$ cat config.mk
export PLATFORM = sky130hd
export DESIGN_NAME = aclock_display_flat
export DESIGN_NICKNAME = d
export VERILOG_FILES = /design/src/rtl/aclock_display_if.sv /design/src/rtl/aclock_display.sv /design/src/flat_wrapper.sv
export SDC_FILE = /design/constraint.sdc
export NUM_CORES = 1
export LEC_CHECK = 0
export CAP_MARGIN = 10
export CORE_MARGIN = 2
export CORE_UTILIZATION = 35
export DETAILED_ROUTE_END_ITERATION = 8
export HOLD_SLACK_MARGIN = 0.1
export PLACE_DENSITY_LB_ADDON = 0.08
export SYNTH_ARGS = -nofsm -noshare
export SYNTH_HDL_FRONTEND = slang
export SYNTH_SLANG_ARGS = --single-unit
$ cat constraint.sdc
create_clock -name clk -period 5.15 [get_ports clk]
set_input_delay 0.7725 -clock clk [delete_from_list [all_inputs] [get_ports clk]]
set_output_delay 0.7725 -clock clk [all_outputs]
set_load 0.02 [all_outputs]
$ cat src/rtl/aclock_display_if.sv
`timescale 1ns/1ps
// aclock_display_if
//   Bundles the link between the alarm clock core and the display back-end.
//   Signals:
//     H_out1 [1:0], H_out0/M_out1/M_out0/S_out1/S_out0 [3:0]  BCD time digits
//     Alarm                                                  alarm active, level
//     seg [6:0] {g,f,e,d,c,b,a}, dp, an [5:0] one-hot         display drive
//     frame_start                                            1-clk pulse on entering digit 0
//   Transfer rules: there is no valid/ready pair and no backpressure. The digit
//   bus and Alarm are levels that the display samples only on the clock where
//   its scan wraps from the leftmost digit back to digit 0; frame_start is the
//   display's "new frame presented" strobe and marks the first clock of that
//   frame on seg/dp/an.
//   master: the clock core side (drives digits, observes display).
//   slave : the display back-end.
interface aclock_display_if;
  logic [1:0] H_out1;
  logic [3:0] H_out0;
  logic [3:0] M_out1;
  logic [3:0] M_out0;
  logic [3:0] S_out1;
  logic [3:0] S_out0;
  logic       Alarm;
  logic [6:0] seg;
  logic       dp;
  logic [5:0] an;
  logic       frame_start;

  modport master (
    output H_out1, H_out0, M_out1, M_out0, S_out1, S_out0, Alarm,
    input  seg, dp, an, frame_start
  );

  modport slave (
    input  H_out1, H_out0, M_out1, M_out0, S_out1, S_out0, Alarm,
    output seg, dp, an, frame_start
  );
endinterface

$ cat src/rtl/aclock_display.sv
`timescale 1ns/1ps
// aclock_display
//   Time-multiplexed driver for a 6-digit common-cathode 7-segment display.
//   Each digit stays selected for SCAN_DIV clocks; the six digits and Alarm are
//   snapshotted once per frame so a frame never mixes old and new time. While
//   the snapshotted alarm is set, the display blanks on/off every BLINK_FRAMES
//   frames. When LZ_BLANK is set a leading zero in the hour tens is hidden.
//   Ports:
//     clk    system clock, rising edge
//     reset  asynchronous reset, active low
//     bus    aclock_display_if.slave (digits and Alarm in; seg/dp/an/frame_start out)
module aclock_display #(
  parameter int SCAN_DIV     = 4,
  parameter int BLINK_FRAMES = 8,
  parameter bit LZ_BLANK     = 1'b1
) (
  input logic             clk,
  input logic             reset,
  aclock_display_if.slave bus
);

  localparam logic [7:0] SCAN_LAST  = 8'(SCAN_DIV - 1);
  localparam logic [7:0] BLINK_LAST = 8'(BLINK_FRAMES - 1);

  logic [7:0] scan_cnt_q, scan_cnt_d;
  logic [2:0] dig_idx_q, dig_idx_d;
  logic [1:0] snap_h1_q, snap_h1_d;
  logic [3:0] snap_h0_q, snap_h0_d;
  logic [3:0] snap_m1_q, snap_m1_d;
  logic [3:0] snap_m0_q, snap_m0_d;
  logic [3:0] snap_s1_q, snap_s1_d;
  logic [3:0] snap_s0_q, snap_s0_d;
  logic       snap_alarm_q, snap_alarm_d;
  logic [7:0] frame_cnt_q, frame_cnt_d;
  logic       blink_on_q, blink_on_d;
  logic [6:0] seg_q, seg_d;
  logic       dp_q, dp_d;
  logic [5:0] an_q, an_d;
  logic       fs_q, fs_d;

  logic       scan_last;
  logic       frame_wrap;
  logic [3:0] digit;
  logic       show;

  function automatic logic [6:0] seg_decode(input logic [3:0] v);
    logic [6:0] s;
    case (v)
      4'd0:    s = 7'h3F;
      4'd1:    s = 7'h06;
      4'd2:    s = 7'h5B;
      4'd3:    s = 7'h4F;
      4'd4:    s = 7'h66;
      4'd5:    s = 7'h6D;
      4'd6:    s = 7'h7D;
      4'd7:    s = 7'h07;
      4'd8:    s = 7'h7F;
      4'd9:    s = 7'h6F;
      default: s = 7'h40;  // dash flags a non-BCD digit
    endcase
    return s;
  endfunction

  // State register
  always_ff @(posedge clk or negedge reset) begin
    if (!reset) begin
      scan_cnt_q   <= '0;
      dig_idx_q    <= '0;
      snap_h1_q    <= '0;
      snap_h0_q    <= '0;
      snap_m1_q    <= '0;
      snap_m0_q    <= '0;
      snap_s1_q    <= '0;
      snap_s0_q    <= '0;
      snap_alarm_q <= 1'b0;
      frame_cnt_q  <= '0;
      blink_on_q   <= 1'b1;
      seg_q        <= '0;
      dp_q         <= 1'b0;
      an_q         <= '0;
      fs_q         <= 1'b0;
    end else begin
      scan_cnt_q   <= scan_cnt_d;
      dig_idx_q    <= dig_idx_d;
      snap_h1_q    <= snap_h1_d;
      snap_h0_q    <= snap_h0_d;
      snap_m1_q    <= snap_m1_d;
      snap_m0_q    <= snap_m0_d;
      snap_s1_q    <= snap_s1_d;
      snap_s0_q    <= snap_s0_d;
      snap_alarm_q <= snap_alarm_d;
      frame_cnt_q  <= frame_cnt_d;
      blink_on_q   <= blink_on_d;
      seg_q        <= seg_d;
      dp_q         <= dp_d;
      an_q         <= an_d;
      fs_q         <= fs_d;
    end
  end

  // Next-state: scan counters, frame snapshot, blink phase
  always_comb begin
    scan_last  = (scan_cnt_q == SCAN_LAST);
    frame_wrap = scan_last && (dig_idx_q == 3'd5);
    scan_cnt_d = scan_last ? 8'd0 : scan_cnt_q + 8'd1;

    dig_idx_d = dig_idx_q;
    if (dig_idx_q > 3'd5) begin
      dig_idx_d = 3'd0;  // recover from an unreachable index
    end else if (scan_last) begin
      dig_idx_d = (dig_idx_q == 3'd5) ? 3'd0 : dig_idx_q + 3'd1;
    end

    snap_h1_d    = snap_h1_q;
    snap_h0_d    = snap_h0_q;
    snap_m1_d    = snap_m1_q;
    snap_m0_d    = snap_m0_q;
    snap_s1_d    = snap_s1_q;
    snap_s0_d    = snap_s0_q;
    snap_alarm_d = snap_alarm_q;
    if (frame_wrap) begin
      snap_h1_d    = bus.H_out1;
      snap_h0_d    = bus.H_out0;
      snap_m1_d    = bus.M_out1;
      snap_m0_d    = bus.M_out0;
      snap_s1_d    = bus.S_out1;
      snap_s0_d    = bus.S_out0;
      snap_alarm_d = bus.Alarm;
    end

    frame_cnt_d = frame_cnt_q;
    blink_on_d  = blink_on_q;
    if (!snap_alarm_q) begin
      frame_cnt_d = '0;
      blink_on_d  = 1'b1;
    end
    if (frame_wrap) begin
      // A frame whose alarm sample is low, or the first frame of an alarm,
      // starts a fresh on-phase; only consecutive alarm frames advance.
      if (!bus.Alarm || !snap_alarm_q) begin
        frame_cnt_d = '0;
        blink_on_d  = 1'b1;
      end else if (frame_cnt_q == BLINK_LAST) begin
        frame_cnt_d = '0;
        blink_on_d  = ~blink_on_q;
      end else begin
        frame_cnt_d = frame_cnt_q + 8'd1;
      end
    end
  end

  // Output decode from the current scan position; registered on the next
  // edge, so the display lags dig_idx by one clock.
  always_comb begin
    case (dig_idx_q)
      3'd0:    digit = snap_s0_q;
      3'd1:    digit = snap_s1_q;
      3'd2:    digit = snap_m0_q;
      3'd3:    digit = snap_m1_q;
      3'd4:    digit = snap_h0_q;
      3'd5:    digit = {2'b00, snap_h1_q};
      default: digit = 4'd0;
    endcase
    show = (dig_idx_q <= 3'd5) && blink_on_q &&
           !(LZ_BLANK && (dig_idx_q == 3'd5) && (snap_h1_q == 2'd0));
    an_d  = show ? (6'b000001 << dig_idx_q) : 6'd0;
    seg_d = show ? seg_decode(digit) : 7'd0;
    dp_d  = show && ((dig_idx_q == 3'd2) || (dig_idx_q == 3'd4));
    // First clock of slot 0; pulses regardless of blanking.
    fs_d  = (dig_idx_q == 3'd0) && (scan_cnt_q == 8'd0);
  end

  assign bus.seg         = seg_q;
  assign bus.dp          = dp_q;
  assign bus.an          = an_q;
  assign bus.frame_start = fs_q;

endmodule

$ cat src/flat_wrapper.sv
// flat-port wrapper written by rule: the top's interface ports become plain ports
module aclock_display_flat 
#(
  parameter int SCAN_DIV     = 4,
  parameter int BLINK_FRAMES = 8,
  parameter bit LZ_BLANK     = 1'b1
)
  (clk, reset, bus_H_out1, bus_H_out0, bus_M_out1, bus_M_out0, bus_S_out1, bus_S_out0, bus_Alarm, bus_seg, bus_dp, bus_an, bus_frame_start);
  aclock_display_if bus_i ();
  input logic clk;
  input logic reset;
  input wire logic [$bits(bus_i.H_out1)-1:0] bus_H_out1;
  input wire logic [$bits(bus_i.H_out0)-1:0] bus_H_out0;
  input wire logic [$bits(bus_i.M_out1)-1:0] bus_M_out1;
  input wire logic [$bits(bus_i.M_out0)-1:0] bus_M_out0;
  input wire logic [$bits(bus_i.S_out1)-1:0] bus_S_out1;
  input wire logic [$bits(bus_i.S_out0)-1:0] bus_S_out0;
  input wire logic [$bits(bus_i.Alarm)-1:0] bus_Alarm;
  output wire logic [$bits(bus_i.seg)-1:0] bus_seg;
  output wire logic [$bits(bus_i.dp)-1:0] bus_dp;
  output wire logic [$bits(bus_i.an)-1:0] bus_an;
  output wire logic [$bits(bus_i.frame_start)-1:0] bus_frame_start;
  assign bus_i.H_out1 = bus_H_out1;
  assign bus_i.H_out0 = bus_H_out0;
  assign bus_i.M_out1 = bus_M_out1;
  assign bus_i.M_out0 = bus_M_out0;
  assign bus_i.S_out1 = bus_S_out1;
  assign bus_i.S_out0 = bus_S_out0;
  assign bus_i.Alarm = bus_Alarm;
  assign bus_seg = bus_i.seg;
  assign bus_dp = bus_i.dp;
  assign bus_an = bus_i.an;
  assign bus_frame_start = bus_i.frame_start;
  aclock_display #(.SCAN_DIV(SCAN_DIV), .BLINK_FRAMES(BLINK_FRAMES), .LZ_BLANK(LZ_BLANK)) u_core (.clk(clk), .reset(reset), .bus(bus_i));
endmodule
==> results of run 1 <==
[per-stage QoR]
stage / power (uW) / utilization / instance area, sq um / hold WS (ns) / instances
6_report: 983.0 / 0.4508 / 3483 / 0.4779 / 390
5_1_grt: 1033 / 0.4508 / 3483 / 0.5198 / 390
4_1_cts: 1001 / 0.4508 / 3483 / 0.4781 / 390
3_5_place_dp: 561.4 / 0.4244 / 3279 / 0.4694 / 375
3_3_place_gp: 561.7 / 0.4244 / 3279 / 0.4657 / 375
2_1_floorplan: 516.5 / - / 2799 / 0.4465 / 243
[cell type report]
class | count | share of cell area
inverter | 11 | 0.01185
timing repair buffer | 41 | 0.1149
multi-input combinational | 163 | 0.3610
clock buffer | 13 | 0.04849
clock inverter | 2 | 0.01006
sequential | 58 | 0.4170
tap | 102 | 0.03664
[metal layers]
metal | global-route usage | vias to the layer above | share of wire
li1 | - | 952 | -
met1 | 0.2078 | 925 | 0.51
met2 | 0.1978 | 36 | 0.44
met3 | 0.03223 | 6 | 0.038
met4 | 0.07353 | 0 | 0.011
met5 | 0 | - | 0
[registers in the layout (all words and copies together), names as in the netlist, 6 cells and up]
| signal | count |
|---|---|
| u_core.scan_cnt_q | 8 |
| u_core.frame_cnt_q | 8 |
| u_core.bus.seg | 7 |
| u_core.bus.an | 6 |
[layout by cell type, fill, tap and decap left out, types with 2 or more instances in the layout]
cell             Yosys  layout
a211oi_1             2       2
a21boi_0             4       4
a21boi_1             2       2
a21oi_1              9       9
and2_1               4       4
and3_1               5       5
buf_4                0       2
clkbuf_8             0      12
clkdlybuf4s50_1      0      38
dfrtp_1             57      57
ha_1                10      10
inv_1               11      11
mux2_2              25      25
mux2i_1              8       8
nand2_1             12      12
nand2b_1             4       4
nand3_1              8       8
nand3b_1             3       3
nor2_1              12      12
nor2b_1              2       2
nor3_1               6       6
o21ai_0             11      11
o32ai_1              4       4
or2_1                2       2
or3_1                2       2
or3b_1               3       3
or4_1                2       2
xnor2_1              5       5
xor2_1               2       2
[critical path, cell delays in order (launching register included)]
cell and delay (ns):
dfrtp_1 0.70, mux2i_1 0.24, o21ai_0 0.11, a222oi_1 1.04
nand2b_1 0.26, o32ai_1 0.31
[report_power, final]
part | leakage, uW | switching [uW] | internal [uW]
Sequential | 0.000724 | 8.22 | 470
Combinational | 0.000654 | 33.0 | 40.6
Clock | 0.000106 | 172 | 260
[cells by family after synthesis]
family	count (synthesis)
mux	33
compound gates	42
flops	58
xor+xnor	7
fa+ha+maj	10
simple gates	71
buf+inv	22
[how the worst max path moves through the flow]
| stage | to | slack [ns] | cells after the start |
|---|---|---|---|
| floorplan | u_core.bus.seg[6] | 2.76 | 9 |
| global placement | u_core.bus.seg[5] | 2.49 | 5 |
| detailed placement | u_core.bus.seg[5] | 2.44 | 5 |
| CTS | u_core.bus.seg[5] | 2.39 | 5 |
| global route | u_core.bus.seg[0] | 2.07 | 5 |
| finish | u_core.bus.seg[5] | 2.38 | 5 |
==> results.cfg, run 1 <==
[die]
die_w_um = 93.43
core_sq_mm = 0.007727
die_area_sq_mm = 0.008728
start_util = 0.3622
num_io_pins = 40
row_count = 32
die_h_um = 93.43

[yosys]
syn_nets = 278
synth_area_sq_mm = 0.002799
synth_cells = 243
synth-simple-area-share = 0.1462
yosys.area.top_type_share = 0.5096
synth_common_cells = dfrtp_1, mux2_2, nand2_1, nor2_1
synth-edff-count = 0
synth-seq-area-share = 0.5190
synthMuxAreaShare = 0.1292
syn_area_per_cell_sq_um = 11.52
synth-xor-area-share = 0.02190
synth_most_common_cell = dfrtp_1
synth_compound_area_frac = 0.1073
yosys.area_share.adder = 0.04470
synth.top_cells.by_area = dfrtp_1, mux2_2, ha_1
synth.largest_area_cell = dfrtp_1
ys_async_sr_fraction = 1.000
synth_cell_types = 46
synth_seq_cells = 58
synth_top_family_by_area = simple AND/OR/NAND/NOR gates
ys.flop_type = dfrtp_1
yosysWarnings = 0

[clocking]
cts_resized = 0
cts_sinks = 58
clock_latency_ns = 0.33
clkTransAtPathRegs_ns = 0.06
cts-buffers-inserted = 9
ctsHoldBuffers = 0
cts_root_buf = clkbuf_8
cts_tree = done
htree_num_levels = 3
postCtsSetupBuffers = 0
clockBufferDepth = 2

[timing]
fin_crit_ns = 2.769
grt_setup_unrepaired = false
postLayoutSetupSlackWorst_ns = 2.381
tightestPinTransition_ns = 1.173
setup_viol = 0
slew_viol_final = 0
finalClockSkew_ns = 0.004274
hold_violations = 0
finalSetupTns_ns = 0
max_freq_ghz = 0.3611
finalCritPeriodShare = 0.5377
relSlewSlack = 0.2178

[placement]
routabilityCongestion = 0.7359
port_buffers = 39
dpl.hpwl_um = 3758
pre_cts_slack_ns = 2.444

[power]
powerDensity_mw_per_mm2 = 282.2
peakVddDrop_uv = 117.8
leakage_uw = 0.001483

[routing]
dr.pass1.iters = 4
vias_per_cell = 4.921
drc_errors = 0
drtIter0Drc = 105
routedWlPerCell_um = 14.18
wirelength_um = 5530
route.antenna.remaining_nets = 0
vias = 1919

[worst_setup_path]
start_kind = register
crit_fanout = 18
crit_type = reg2reg
worstReg2RegEnd = u_core.bus.seg[5]
crit_start = u_core.dig_idx_q[0]
r2r-start = u_core.dig_idx_q[0]
arrival_ns = 2.99
rr_worst_depth = 5
endpoint_kind = register
r2r_slack_ns = 2.38
crit_required_ns = 5.37

[global_routing]
grt_start_max_net_pins = 59
track_usage = 0.1432
grt_pass1_vias = 1916
grt_pass1_wl_um = 9591
grt_overflow_total = 0
antenna_found_initial = 0

[cells_and_area]
final_nets = 319
multi_input_area_sq_mm = 0.001257
regArea_sq_mm = 0.001453
n_antenna_cell = 0
synthToLayoutAreaGrowth_pct = 24.45
drive_above_1_share = 0.1701
n_fill_cell = 712

[min_path]
min_from = u_core.scan_cnt_q[7]
min_to = u_core.scan_cnt_q[7]
hp-class = reg2reg
holdPathStages = 1

[flow_run]
maxCapViolCount = 0

[run_status]
status = complete, no violations
Power figures use the tool's default switching activity.
==> inputs of run 2 (changes only) <==
clock period = 2.3 ns   (was 5.15 ns; I/O delays follow)
==> results.cfg, run 2 (same netlist as run 1, synthesis figures left out) <==
[global_routing]
grt_pass1_wl_um = 9791
grt_start_max_net_pins = 59
track_usage = 0.1465
antenna_found_initial = 0
grt_pass1_vias = 1927
grt_overflow_total = 0

[clocking]
clock_latency_ns = 0.34
cts-buffers-inserted = 9
cts_tree = done
ctsHoldBuffers = 1
cts_root_buf = clkbuf_8
htree_num_levels = 3
clkTransAtPathRegs_ns = 0.07
postCtsSetupBuffers = 0
cts_sinks = 58
cts_resized = 0
clockBufferDepth = 2

[die]
start_util = 0.3622
die_h_um = 93.43
die_w_um = 93.43
core_sq_mm = 0.007727
die_area_sq_mm = 0.008728
row_count = 32
num_io_pins = 40

[worst_setup_path]
start_kind = register
worstPathCellList = inv_1, ha_1, a221oi_4, inv_1, ha_1, mux2_2, a21oi_1
crit_fanout = 9
worst-path-buf-inv = 2
slowest_stage = dfrtp_1
crit_required_ns = 2.56
crit_type = reg2reg
crit_family = compound AO/OA/AOI/OAI gates
r2r_slack_ns = 0.24
critPathMaxStageDelay_ns = 0.49
endpoint_kind = register
arrival_ns = 2.32

[cells_and_area]
final_nets = 331
n_fill_cell = 726
regArea_sq_mm = 0.001453
fin_area_sq_mm = 0.003600
synthToLayoutAreaGrowth_pct = 28.61
final_common_cell = dfrtp_1
final_cell_mix = dfrtp_1, clkdlybuf4s50_1, mux2_2
n_antenna_cell = 0
final_util = 0.4658
multi_input_area_sq_mm = 0.001275
drive_above_1_share = 0.1993

[routing]
drtIter0Drc = 57
drc_errors = 0
wirelength_um = 5806
vias_per_cell = 4.861
vias = 1959
dr.pass1.iters = 4
routedWlPerCell_um = 14.41
route.antenna.remaining_nets = 0

[flow_run]
maxCapViolCount = 0

[timing]
tightestPinTransition_ns = 0.4462
finalSetupTns_ns = 0
hold_violations = 0
max_freq_ghz = 0.4846
setup_viol = 0
postLayoutSetupSlackWorst_ns = 0.2363
finalCritPeriodShare = 0.8973
grt_setup_unrepaired = false
fin_crit_ns = 2.064
finalClockSkew_ns = 0.01549
relSlewSlack = 0.7015
slew_viol_final = 0

[power]
powerDensity_mw_per_mm2 = 611.3
leakage_uw = 0.001545
peakVddDrop_uv = 331.7
power_uw = 2201

[placement]
port_buffers = 39
routabilityCongestion = 0.7704
pre_cts_slack_ns = 0.2435
dpl.hpwl_um = 4040
postPlaceCellArea_sq_mm = 0.003392

[min_path]
hp-class = reg2reg

[run_status]
status = complete, no violations
[run 2: cell count changes in the layout (fill, tap and decap cells not counted), sizes merged]
| cell | change |
|---|---|
| clkbuf | +1 |
| dlygate4sd3 | +1 |
| buf | +11 |
[run 2: path summary, 6_finish.rpt]
| path | from | end | cells after the start |
|---|---|---|---|
| hold / removal | u_core.scan_cnt_q[7] | u_core.scan_cnt_q[7] | 1 |
| min in group asynchronous | reset | u_core.bus.an[1] | 3 |
| setup / recovery | u_core.dig_idx_q[2] | u_core.bus.seg[6] | 7 |
| hold reg to reg | u_core.scan_cnt_q[7] | u_core.scan_cnt_q[7] | 1 |
| max in group asynchronous | reset | u_core.snap_m0_q[0] | 3 |
| setup reg to reg | u_core.dig_idx_q[2] | u_core.bus.seg[6] | 7 |
[run 2: through the flow]
| step | hold slack (ns) | instances |
|---|---|---|
| final | 0.4846 | 403 |
| after global routing | 0.4959 | 403 |
| after CTS | 0.4853 | 403 |
| after detailed placement | 0.3790 | 386 |
| after global placement | 0.3814 | 386 |
| after floorplan | 0.04941 | 243 |
[run 2: power breakdown]
group          leakage, uW  switching, uW  internal (uW)
Sequential        0.000724           18.8           1050
Clock             0.000101            393            560
Combinational     0.000720           76.9            101
Total              0.00155            489           1710
[run 2: worst reg2reg max path: cells and delay by family (launching register included)]
kind / cells / cell delay, ns
multiplexers: 1 / 0.25
adder cells (fa/ha/maj): 2 / 0.49
flip-flops: 1 / 0.49
AO/OA/AOI/OAI: 2 / 0.51
buffers and inverters: 2 / 0.25
[run 2: layout make-up]
class                   instances  share of cell area
clock buffers                  14             0.04519
clock inverters                 2            0.009732
inverters                      11             0.01147
multi-input cells             163              0.3542
flip-flops and latches         58              0.4035
well taps                     102             0.03545
repair buffers                 53              0.1404
[run 2: layer usage]
layer  global-route usage  routed length [um]
met5                    0                   0
met4              0.06495                 110
met3              0.04512                 258
met2               0.2026                2496
met1               0.2092                2940
==> inputs of run 3 (changes only) <==
CORE_UTILIZATION = 43   (was 35)
==> results.cfg, run 3 (same netlist as run 1, synthesis figures left out) <==
[routing]
met2_length_um = 2476
dr_wl_met3_um = 193
route.antenna.remaining_nets = 0
drc_errors = 0
wirelength_um = 5413
routedWlPerCell_um = 14.32
vias = 1992
vias_per_cell = 5.270
dr.max_layer_used = met4
dr.pass1.iters = 5
drtIter0Drc = 109
wl_met1_um = 2686

[power]
powerDensity_mw_per_mm2 = 634.8
peakVddDrop_uv = 411.2
leakage_uw = 0.001555

[worst_setup_path]
crit_fanout = 8
crit_top_cell = ha_1
start_kind = register
r2r_slack_ns = 0.17
worstReg2RegEnd = u_core.bus.seg[6]
slowest_stage = dfrtp_1
rr_worst_depth = 7
endpoint_kind = register
crit_required_ns = 2.54
critical_path.endpoint = u_core.bus.seg[6]
critPathMaxStageDelay_ns = 0.48
crit_start = u_core.dig_idx_q[1]
r2r-start = u_core.dig_idx_q[1]
worstPathCellList = and2_1, ha_1, a221oi_2, inv_1, ha_1, mux2_2, a21oi_1
arrival_ns = 2.37
crit_type = reg2reg

[die]
num_io_pins = 40
row_count = 29
start_util = 0.4433
die_area_sq_mm = 0.007171
core_sq_mm = 0.006314
die_h_um = 84.68
die_w_um = 84.68

[global_routing]
track_usage = 0.1655
grt_overflow_total = 0
grt_start_max_net_pins = 37
grt_pass1_wl_um = 9446
antenna_found_initial = 0
grt_pass1_vias = 1972

[placement]
port_buffers = 39
pre_cts_slack_ns = 0.1761
dpl.hpwl_um = 3940
routabilityCongestion = 0.8366
postPlaceCellArea_sq_mm = 0.003361

[clocking]
clockBufferDepth = 2
ctsHoldBuffers = 1
cts_sinks = 58
htree_num_levels = 3
cts_tree = done
cts-buffers-inserted = 9
cts_root_buf = clkbuf_8
postCtsSetupBuffers = 0
cts_resized = 0
clkTransAtPathRegs_ns = 0.07
clock_latency_ns = 0.32

[timing]
finalSetupTns_ns = 0
setup_viol = 0
tightestPinTransition_ns = 0.5268
relSlewSlack = 0.6488
fin_crit_ns = 2.128
finalClockSkew_ns = 0.005926
slew_viol_final = 0
grt_setup_unrepaired = false
max_freq_ghz = 0.4699
postLayoutSetupSlackWorst_ns = 0.1718
finalCritPeriodShare = 0.9253
hold_violations = 0

[cells_and_area]
n_fill_cell = 575
final_util = 0.5686
n_antenna_cell = 0
final_common_cell = dfrtp_1
fin_area_sq_mm = 0.003590
final_nets = 331
synthToLayoutAreaGrowth_pct = 28.25
drive_above_1_share = 0.2060
final_cell_mix = dfrtp_1, clkdlybuf4s50_1, mux2_2

[run_status]
status = complete, no violations

[min_path]
holdPathStages = 1
hp-class = reg2reg

[flow_run]
maxCapViolCount = 0
## run 3: changes by cell type in the layout (fill, tap and decap cells not counted)
cell | previous run | this run
clkinvlp_4 | 0 | 1
clkbuf_1 | 3 | 1
clkbuf_8 | 11 | 10
bufinv_16 | 1 | 2
clkinv_2 | 1 | 2
## run 3: per-layer routing
metal  vias up  GRT usage
li1        976          -
met1       971     0.2319
met2        38     0.2498
met3         7    0.03933
met4         0    0.06349
met5         -          0
## run 3: through the flow
stage	instances	hold WS, ns	total power (uW)
final	378	0.4798	2279
after global placement	361	0.3581	1266
after CTS	378	0.4783	2311
after global routing	378	0.5214	2386
after floorplan	243	0.04941	1159
after detailed placement	361	0.3574	1267
## run 3: area by class of cell
cell class,count,area (sq um),share of cell area
Inverter,11,41.29,0.01150
Multi-Input combinational cell,163,1275,0.3552
Clock buffer,11,141.4,0.03939
Timing Repair Buffer,53,505.5,0.1408
Tap cell,77,96.34,0.02684
Sequential cell,58,1453,0.4047
Clock inverter,5,77.57,0.02161
## run 3: power by group
group / leakage, uW / internal (uW) / switching (uW)
clock network: 0.000109 / 636 / 396
logic: 0.000722 / 101 / 76.0
registers: 0.000724 / 1050 / 18.3
## run 3: worst max-delay path: cells and delay by family (launching register included)
family	cells	cell delay, ns
AOI/OAI and AO/OA	2	0.52
adders and majority gates	2	0.48
buffers and inverters	1	0.14
DFF	1	0.48
muxes	1	0.25
and+or+nand+nor	1	0.19
## run 3: worst min path at each step
stage | slack [ns] | end | startpoint
detailed placement | 0.36 | u_core.scan_cnt_q[6] | reset
finish | 0.48 | u_core.scan_cnt_q[7] | u_core.scan_cnt_q[7]
global route | 0.52 | u_core.snap_m0_q[0] | u_core.snap_m0_q[0]
floorplan | 0.05 | u_core.bus.an[0] | reset
global placement | 0.36 | u_core.scan_cnt_q[6] | reset
CTS | 0.48 | u_core.scan_cnt_q[7] | u_core.scan_cnt_q[7]
